==> src/rtl/uart_tx_arbiter_if.sv <==
// Handshake bundle between the requesters/UART and the transmit arbiter.
// The slave modport is the arbiter's view; master is the environment's view.
interface uart_tx_arbiter_if;
    logic [3:0]  req;
    logic [31:0] req_data;
    logic [3:0]  ack;
    logic [7:0]  uart_tx_data;
    logic        uart_start_tx;
    logic        uart_tx_done;
    logic [1:0]  grant_id;
    logic        busy;
    logic        sent;
    logic        timeout_err;

    modport slave (
        input  req, req_data, uart_tx_done,
        output ack, uart_tx_data, uart_start_tx, grant_id, busy, sent, timeout_err
    );

    modport master (
        output req, req_data, uart_tx_done,
        input  ack, uart_tx_data, uart_start_tx, grant_id, busy, sent, timeout_err
    );
endinterface

==> src/rtl/uart_tx_arbiter.sv <==
// Round-robin arbiter feeding bytes from four requesters into one UART transmitter.
// Define UART_ARB_TIMEOUT_EN to add a START-state watchdog that aborts after TIMEOUT_CYCLES.
module uart_tx_arbiter #(
    parameter logic [15:0] TIMEOUT_CYCLES = 16'd50000
) (
    input  logic              clk,
    input  logic              reset,
    uart_tx_arbiter_if.slave  bus
);

    typedef enum logic [1:0] {IDLE, START, WAIT} state_e;

    state_e      state_q, state_d;
    logic [1:0]  ptr_q, ptr_d;
    logic [3:0]  ack_q, ack_d;
    logic [7:0]  data_q, data_d;
    logic        start_q, start_d;
    logic [1:0]  grant_q, grant_d;
    logic        busy_q, busy_d;
    logic        sent_q, sent_d;

    logic [1:0]  win;
    logic        any_req;

`ifdef UART_ARB_TIMEOUT_EN
    logic [15:0] cnt_q, cnt_d;
    logic        terr_q, terr_d;
`else
    logic        unused_timeout;
    assign unused_timeout = ^TIMEOUT_CYCLES;
`endif

    // First requesting index in the order ptr, ptr+1, ptr+2, ptr+3.
    always_comb begin
        logic [1:0] idx;
        logic       found;
        win   = ptr_q;
        found = 1'b0;
        idx   = ptr_q;
        for (int i = 0; i < 4; i++) begin
            idx = ptr_q + 2'(i);
            if (!found && bus.req[idx]) begin
                found = 1'b1;
                win   = idx;
            end
        end
        any_req = found;
    end

    always_comb begin
        state_d = state_q;
        ptr_d   = ptr_q;
        data_d  = data_q;
        grant_d = grant_q;
        ack_d   = 4'b0000;
        sent_d  = 1'b0;
`ifdef UART_ARB_TIMEOUT_EN
        cnt_d   = cnt_q;
        terr_d  = 1'b0;
`endif
        case (state_q)
            IDLE: begin
                if (any_req && bus.uart_tx_done) begin
                    data_d     = bus.req_data[{win, 3'b000} +: 8];
                    grant_d    = win;
                    ack_d[win] = 1'b1;
                    state_d    = START;
`ifdef UART_ARB_TIMEOUT_EN
                    cnt_d      = 16'd0;
`endif
                end
            end
            START: begin
                if (!bus.uart_tx_done) begin
                    state_d = WAIT;
                end
`ifdef UART_ARB_TIMEOUT_EN
                else begin
                    cnt_d = cnt_q + 16'd1;
                    // Abort once the START cycle count reaches the limit.
                    if (cnt_q + 16'd1 == TIMEOUT_CYCLES) begin
                        terr_d  = 1'b1;
                        ptr_d   = grant_q + 2'd1;
                        state_d = IDLE;
                    end
                end
`endif
            end
            WAIT: begin
                if (bus.uart_tx_done) begin
                    sent_d  = 1'b1;
                    ptr_d   = grant_q + 2'd1;
                    state_d = IDLE;
                end
            end
            default: state_d = IDLE;
        endcase
        // Status outputs are registered copies of the next state.
        busy_d  = (state_d != IDLE);
        start_d = (state_d == START);
    end

    always_ff @(posedge clk) begin
        if (reset) begin
            state_q <= IDLE;
            ptr_q   <= 2'd0;
            ack_q   <= 4'b0000;
            data_q  <= 8'h00;
            start_q <= 1'b0;
            grant_q <= 2'd0;
            busy_q  <= 1'b0;
            sent_q  <= 1'b0;
        end else begin
            state_q <= state_d;
            ptr_q   <= ptr_d;
            ack_q   <= ack_d;
            data_q  <= data_d;
            start_q <= start_d;
            grant_q <= grant_d;
            busy_q  <= busy_d;
            sent_q  <= sent_d;
        end
    end

`ifdef UART_ARB_TIMEOUT_EN
    always_ff @(posedge clk) begin
        if (reset) begin
            cnt_q  <= 16'd0;
            terr_q <= 1'b0;
        end else begin
            cnt_q  <= cnt_d;
            terr_q <= terr_d;
        end
    end
    assign bus.timeout_err = terr_q;
`else
    assign bus.timeout_err = 1'b0;
`endif

    assign bus.ack           = ack_q;
    assign bus.uart_tx_data  = data_q;
    assign bus.uart_start_tx = start_q;
    assign bus.grant_id      = grant_q;
    assign bus.busy          = busy_q;
    assign bus.sent          = sent_q;

endmodule

==> src/flat_wrapper.sv <==
// flat-port wrapper written by rule: the top's interface ports become plain ports
module uart_tx_arbiter_flat 
#(
    parameter logic [15:0] TIMEOUT_CYCLES = 16'd50000
)
  (clk, reset, bus_req, bus_req_data, bus_uart_tx_done, bus_ack, bus_uart_tx_data, bus_uart_start_tx, bus_grant_id, bus_busy, bus_sent, bus_timeout_err);
  uart_tx_arbiter_if bus_i ();
  input  logic clk;
  input  logic reset;
  input wire logic [$bits(bus_i.req)-1:0] bus_req;
  input wire logic [$bits(bus_i.req_data)-1:0] bus_req_data;
  input wire logic [$bits(bus_i.uart_tx_done)-1:0] bus_uart_tx_done;
  output wire logic [$bits(bus_i.ack)-1:0] bus_ack;
  output wire logic [$bits(bus_i.uart_tx_data)-1:0] bus_uart_tx_data;
  output wire logic [$bits(bus_i.uart_start_tx)-1:0] bus_uart_start_tx;
  output wire logic [$bits(bus_i.grant_id)-1:0] bus_grant_id;
  output wire logic [$bits(bus_i.busy)-1:0] bus_busy;
  output wire logic [$bits(bus_i.sent)-1:0] bus_sent;
  output wire logic [$bits(bus_i.timeout_err)-1:0] bus_timeout_err;
  assign bus_i.req = bus_req;
  assign bus_i.req_data = bus_req_data;
  assign bus_i.uart_tx_done = bus_uart_tx_done;
  assign bus_ack = bus_i.ack;
  assign bus_uart_tx_data = bus_i.uart_tx_data;
  assign bus_uart_start_tx = bus_i.uart_start_tx;
  assign bus_grant_id = bus_i.grant_id;
  assign bus_busy = bus_i.busy;
  assign bus_sent = bus_i.sent;
  assign bus_timeout_err = bus_i.timeout_err;
  uart_tx_arbiter #(.TIMEOUT_CYCLES(TIMEOUT_CYCLES)) u_core (.clk(clk), .reset(reset), .bus(bus_i));
endmodule
==> config.mk <==
export PLATFORM = sky130hd
export DESIGN_NAME = uart_tx_arbiter_flat
export DESIGN_NICKNAME = d
export VERILOG_FILES = /design/src/rtl/uart_tx_arbiter_if.sv /design/src/rtl/uart_tx_arbiter.sv /design/src/flat_wrapper.sv
export SDC_FILE = /design/constraint.sdc
export NUM_CORES = 1
export LEC_CHECK = 0
export BUFFER_PORTS_ARGS = -buffer_cell sky130_fd_sc_hd__buf_2
export CAP_MARGIN = 20
export CORE_MARGIN = 1.5
export CORE_UTILIZATION = 38
export CTS_CLUSTER_DIAMETER = 120
export DETAILED_ROUTE_END_ITERATION = 10
export GPL_TIMING_DRIVEN = 0
export HOLD_SLACK_MARGIN = 0.06
export PLACE_DENSITY = 0.79
export SETUP_SLACK_MARGIN = 0.1
export SYNTH_ARGS = -nofsm -noshare
export SYNTH_HDL_FRONTEND = slang
export SYNTH_SLANG_ARGS = --single-unit
==> constraint.sdc <==
create_clock -name clk -period 1.9 [get_ports clk]
set_clock_uncertainty 0.2 [all_clocks]
set_input_delay 0.095 -clock clk [delete_from_list [all_inputs] [get_ports clk]]
set_output_delay 0.095 -clock clk [all_outputs]
set_load 0.03 [all_outputs]
## After elaboration in Yosys (flattened, before gate mapping)

Index checks and enable logic that the tools add are counted.

| storage, ports and cells | value |
|---|---|
| input bits | 39 |
| register bits | 21 |
| word-level logic and storage cells | 61 |
| output and inout port bits | 18 |

| operators by class | value |
|---|---|
| multiplexer cells | 22 |
| add/subtract/negate cells | 4 |
| bitwise logic cells | 3 |
| magnitude comparators | 6 |
| equality and inequality tests | 3 |
| shifts and indexed selects | 1 |
| reduce and logical (&&, ||, !) cells | 14 |

Operators with widths:

| cell | number |
|---|---|
| variable part select 32 x 6 -> 8 bit | 1 |
| less-than comparator 2 x 3 -> 1 bit, second input constant | 5 |
| 2-to-1 mux 2 bit | 6 |
| 2-to-1 mux 1 bit | 10 |
| binary-select mux 1 bit (select 2 bit) | 4 |
| case mux 2 bit (3 select lines) | 1 |
| logical AND 1 bit | 5 |
| adder 2 x 1 -> 2 bit, second input constant | 2 |
| adder 2 bit, second input constant | 2 |
| == test 2 x 1 -> 1 bit, second input constant | 2 |
| AND reduction 2 bit | 2 |
| logical NOT 1 bit | 3 |
| inverter 1 bit | 3 |
| OR reduction 3 bit | 1 |
| demux 1 bit (select 2 bit) | 1 |
| == test 2 bit, second input constant | 1 |
| greater-or-equal comparator 2 x 1 -> 1 bit, second input constant | 1 |
| logical NOT 2 bit | 1 |
| nonzero test 2 bit | 1 |
| OR reduction 2 bit | 1 |

## Longest topological paths before layout

Gate-level depths: netlist of the first run.

| logic depth | value |
|---|---|
| depth in word-level cells | 16 |
| depth in mapped cells | 6 |
| depth with buffers taken out | 5 |

## Worst setup path before layout of the first run

No wires, ideal clock.

| timing | value |
|---|---|
| path type | reg2reg |
| from | reg u_core.ptr_q[0] |
| to | reg u_core.data_q[1] (netlist: u_core.bus.uart_tx_data[1]) |
| setup time | 0.133 ns |
| cell stages (with the launch flop) | 7 |
| buffers on the path | 1 |
| data arrival time | 1.372 ns |
| setup slack | 0.195 ns |
| data required time | 1.567 ns |
| cell sequence | dfxtp_1 buf_6 nor3b_2 nor3_2 nor3_4 mux2i_1 o221ai_1 |

| between the ends | value |
|---|---|
| longest elaborated chain between the ends | 14 |

Ends and longest elaborated chain:

| what | RTL line | RTL |
|---|---|---|
| from (decl) | uart_tx_arbiter.sv:14 | `logic [1:0] ptr_q, ptr_d;` |
| from (signal assigned) | uart_tx_arbiter.sv:115 | `ptr_q <= ptr_d;` |
| parallel branches: the longest is 14 deep, another holds adder 2 x 1 -> 2 bit | n/a |  |
| to (signal assigned) | uart_tx_arbiter.sv:117 | `data_q <= data_d;` |
| to (decl) | uart_tx_arbiter.sv:16 | `logic [7:0] data_q, data_d;` |

Parallel ways; which one is timed is not known. The select of a mux whose other input is x is not followed.
A chain may end at the register's enable or synchronous reset.

## Worst setup path in the final report of the first run

| timing | value |
|---|---|
| from | reg u_core.ptr_q[0] |
| to | reg u_core.data_q[5] (netlist: u_core.bus.uart_tx_data[5]) |

Same word-level chain as after synthesis.

==> reports/metrics.cfg, run 1 <==
[sta]
fmax_mhz=554
whs_ns=0.0689
maxSlewHeadroom=0.629
setup_ws_ns=0.0933
hold_viol_final=0
finalCriticalPeriod_ns=1.81
max_slew.worst_pin.slew_ns=0.556
post-route-period-util=0.951
finalSetupViolations=0
rsz0062_at_grt=true
drv_slew=0

[power]
powerDensity_mw_per_mm2=533
p_leak_nw=0.905
vdd_drop_max_mv=0.429

[place]
dp_hpwl_mm=2.49
dpl-instance-area_mm2=0.00160
dp_slack_ns=-0.00332
port_buffers=52
place_congestion=0.887

[worst_setup_path]
arrival_ns=1.79
crit_path_end_kind=flop
path_cells=buf_6, nor3b_4, or3_4, and4_1, o21ai_2, a211oi_2
worst-path-max-fanout=6
slowest_delay_ns=0.41
cpLargestDelayFamily=simple AND/OR/NAND/NOR gates
path_depth=6
crit_buf_inv=1
critical_path_class=reg -> reg
crit_path_start_kind=flop
slowest_stage=or3_4
startpoint=u_core.ptr_q[0]
required_ns=1.88
reg2regPathDepth=6
r2r-start=u_core.ptr_q[0]

[floorplan]
rows=20
die_y_um=61.2
ioPinCount=57
initial_core_util=0.411
die_w_um=61.2
coreArea_mm2=0.00313
dieArea_mm2=0.00374

[detailed_routing]
wl_met3_um=274
wl_met1_mm=1.75
drt_iter0_drc=58
wire_per_inst_um=15.1
vias_per_cell=5.53
ant_nets=0
firstDrtPassIters=4
vias=1547
top_layer=met4
drc_errors=0
wl_met2_mm=2.11
wirelength_mm=4.24

[global_routing]
track_usage=0.217
grt_pass1_wl_mm=6.03
grt_start_max_net_pins=13
grt_pass1_vias=1339
grt-ovfl-total=0
antenna_found_initial=0

[job]
cap_violations=0

[synthesis]
synth-edff-count=0
async_reset_ff_frac=0
synth_area_mm2=0.00128
synthXorXnorAreaFrac=0.0136
yosysWarnings=0
ys_seq_elements=21
syn_area_per_cell_um2=8.74
synth_area_leaders=dfxtp_1 33%, a211oi_1 9.3%, o31a_1 4.8%
synth_nets=186
synth_adder_area_share=0
synth_common_cells=21 x dfxtp_1, 16 x a211oi_1, 14 x nor2_1
synthCells=147
synth_top_area_cell=dfxtp_1
yosysMostFrequentCell=dfxtp_1
ys_seq_area_frac=0.327
synth_compound_area_frac=0.296
synth_top_family_by_area=compound AO/OA/AOI/OAI gates
synth.mux.area_fraction=0.0312
synth_flop_cell=dfxtp_1
yosys.area_share.simple=0.272
synthDistinctLibCells=40
synth_top_cell_area_share=0.327

[layout]
diodes=0
num-nets-final=276
fin_area_mm2=0.00207
drive_above_1_share=0.424
fin_util=0.663
area_growth_pct=61.3

[worst_hold_path]
min_path_cells=4
hold_class=in -> reg
worstHoldStart=bus_req_data[31]

[clocking]
cts_buffers=3
clockBufferDepth=2
clkLatencyLatePin_ns=0.31
clk_pin_slew_ns=0.12
root_buffer=clkbuf_4
cts_sinks=21
cts_tree=done
htree_levels=1

[outcome]
status=complete, no violations

[path summary, 6_finish.rpt]
path / end / slack, ns
max: u_core.bus.uart_tx_data[5] / 0.09
min: u_core.bus.uart_tx_data[7] / 0.07
min reg2reg: u_core.bus.sent / 0.30
max reg2reg: u_core.bus.uart_tx_data[5] / 0.09
[cells in the final DEF, fill, tap and decap left out, drive strengths merged, types with 3 or more instances in the layout]
cell type / n
buf: 67
a211oi: 16
inv: 3
and4: 6
dfxtp: 21
clkbuf: 5
nand2: 11
a21oi: 4
dlygate4sd3: 25
nor2: 14
nand2b: 5
o31a: 7
nor3: 6
o311a: 6
or3: 3
o21ai: 11
mux2i: 4
[flip-flops by register name, indices dropped and copies added (netlist names)]
| signal | cells |
|---|---|
| u_core.bus.uart_start_tx | 1 |
| u_core.bus.ack | 4 |
| u_core.ptr_q | 2 |
| u_core.bus.busy | 1 |
| u_core.bus.grant_id | 2 |
| u_core.state_q | 2 |
| u_core.bus.uart_tx_data | 8 |
| u_core.bus.sent | 1 |
[area by class of cell]
class	instances	area [um2]
inverters	3	11.3
plain buffers	9	62.6
flip-flops and latches	21	425
clock inverters	1	5.00
repair buffers	85	584
fillers	251	1050
well taps	44	55.1
multi-input cells	114	907
clock buffers	3	22.5
[metal layers]
layer	track usage	up-vias
met2	0.389	62
li1	-	738
met4	0.0466	0
met1	0.265	732
met3	0.0483	15
met5	0	-
[repair_timing]
action                     4_1_cts  5_1_grt
buffers inserted                 2        5
pin swaps                        1       13
hold buffers                    23        2
setup endpoints to repair        8       10
gates resized for setup          8       22
hold endpoints to repair        15        2
cloned                           0        1
[report_power, final]
group	switching [W]	internal (W)	leakage, nW
logic	0.000218	0.000184	0.714
clock network	0.000140	0.0000787	0.0177
registers	0.0000168	0.000467	0.173
[tightest hold or removal path: stages]
cell and delay (ns):
buf_2 0.09, and4_1 0.14, o21ai_1 0.13, a211oi_1 0.08
[cell families after synthesis]
family                 count (synthesis)
flip-flops                            21
other                                  1
AND/OR/NAND/NOR                       56
multiplexers                           4
AO/OA/AOI/OAI                         51
buffers and inverters                 12
XOR/XNOR                               2
[stage by stage]
step / std cells / setup TNS (ns) / total power [W]
floorplan: 147 / 0 / 0.000693
global placement: 243 / 0 / 0.000784
detailed placement: 243 / -0.00332 / 0.000787
CTS: 272 / 0 / 0.00105
global route: 280 / 0 / 0.00116
finish: 280 / 0 / 0.00110
No activity file was read; power rests on OpenSTA's default activity.
==> run 2, diff against run 1 <==
- RECOVER_POWER: unset -> 25
- clock period: 1.9 -> 1.8 ns (I/O delays scaled with it)
==> run 2 against run 1 <==
The flow now finishes with violations (negative setup slack). Design area increased by 3.9%. Global-route usage increased by 2.6 points. Via count increased by 2.2%. Maximum frequency decreased by 1.4%. Power increased by 8.6%. Sequential share of layout area decreased by 0.70 points. Routed wire length increased by 6.8%. First-iteration DRC count decreased by 5.2%. Clock-buffer cell count unchanged. Combinational power increased by 13%. Non-clock buffer count increased by 4. Critical endpoint unchanged.
==> reports/metrics.cfg, run 2 (same netlist as run 1, synthesis figures left out) <==
[floorplan]
die_y_um=61.2
dieArea_mm2=0.00374
coreArea_mm2=0.00313
rows=20
die_w_um=61.2
initial_core_util=0.411
ioPinCount=57

[place]
dp_hpwl_mm=2.56
place_congestion=0.792
dp_slack_ns=-0.0834
port_buffers=52

[job]
cap_violations=0

[power]
power_frac_comb=0.378
power_switching_share=0.346
vdd_drop_max_mv=0.577
clkPwrFrac=0.195
seqPwrFrac=0.427
powerDensity_mw_per_mm2=557
p_leak_nw=0.908
p_sw_w=0.000415
p_int_w=0.000784

[layout]
layout_commonest_cell=buf_2
drive_above_1_share=0.438
largest_reg_flops=8
diodes=0
final_cell_mix=48 x buf_2, 28 x dlygate4sd3_1, 18 x dfxtp_1
fin_util=0.688
num-nets-final=280
area_growth_pct=67.6

[worst_setup_path]
crit_path_start_kind=flop
required_ns=1.83
worst-path-max-fanout=5
r2r_setup_slack_ns=-0.03
arrival_ns=1.86
crit_path_end_kind=flop
critical_path_class=reg -> reg

[detailed_routing]
ant_nets=0
wirelength_mm=4.53
vias_per_cell=5.57
vias=1581
drt_iter0_drc=55
drc_errors=0
firstDrtPassIters=4
wire_per_inst_um=15.9

[clocking]
cts_buffers=3
cts_sinks=21
clockBufferDepth=2
cts_tree=done
root_buffer=clkbuf_4
htree_levels=1
clk_pin_slew_ns=0.12
clkLatencyLatePin_ns=0.32

[global_routing]
antenna_found_initial=0
grt_pass1_vias=1449
grt-ovfl-total=0
grt_pass1_wl_mm=6.71
grt_start_max_net_pins=13
track_usage=0.243

[sta]
max_slew.worst_pin.slew_ns=0.606
maxSlewHeadroom=0.594
setup_ws_ns=-0.0323
hold_viol_final=0
finalCriticalPeriod_ns=1.83
rsz0062_at_grt=true
drv_slew=0
tns_ns=-0.0323
fmax_mhz=546
finalSetupViolations=1
post-route-period-util=1.02

[outcome]
status=complete, but fails checks
violations=negative setup slack

[worst_hold_path]
hold_class=in -> reg

==> run 2: power groups by stage <==
stage	sequential [W]	combinational (W)	clock, W
final	0.000512	0.000453	0.000234
after global routing	0.000515	0.000481	0.000260
after CTS	0.000510	0.000413	0.000226
after detailed placement	0.000521	0.000313	0
after global placement	0.000520	0.000308	0
after floorplan	0.000570	0.000162	0
==> run 2: final timing paths <==
check,from,end,cells past startpoint
setup / recovery,u_core.ptr_q[0],u_core.bus.uart_tx_data[5],7
hold / removal,bus_req_data[23],u_core.bus.uart_tx_data[7],4
setup reg to reg,u_core.ptr_q[0],u_core.bus.uart_tx_data[5],7
hold reg to reg,u_core.bus.uart_tx_data[6],u_core.bus.uart_tx_data[6],2
==> run 2: area by class of cell <==
type | instances | area [um2]
buffer | 9 | 68.8
fill | 223 | 975
timing repair buffer | 89 | 614
multi-input combinational | 114 | 950
sequential | 21 | 427
tap | 44 | 55.1
inverter | 3 | 11.3
clock inverter | 1 | 5.00
clock buffer | 3 | 22.5
==> run 2: through the flow <==
stage          power (W)  area (um2)  instances  hold WS (ns)
2_1_floorplan   0.000732        1290        147       -0.0254
3_3_place_gp    0.000829        1610        243         0.104
3_5_place_dp    0.000834        1610        243         0.105
4_1_cts          0.00115        2090        284        0.0612
5_1_grt          0.00126        2150        284        0.0727
6_report         0.00120        2150        284        0.0613
==> run 2: per-layer routing <==
layer,track usage,wire length (um)
met4,0.0435,89
met3,0.0588,319
met1,0.288,1800
met5,0,0
met2,0.445,2310
==> run 2: critical path, stage by stage, from the launching register on <==
cell and delay, ns:
dfxtp_2 0.35, buf_6 0.13, nand2b_2 0.22, a21oi_4 0.24, buf_4 0.15, o31a_1 0.15
o21ai_2 0.06, a211oi_2 0.26
==> run 2: what timing repair did <==
action	in CTS	in global routing
setup endpoints to repair	12	12
hold buffers	28	0
buffers inserted	8	0
gates resized for setup	24	18
hold endpoints to repair	15	0
cloned	1	0
pin swaps	17	8
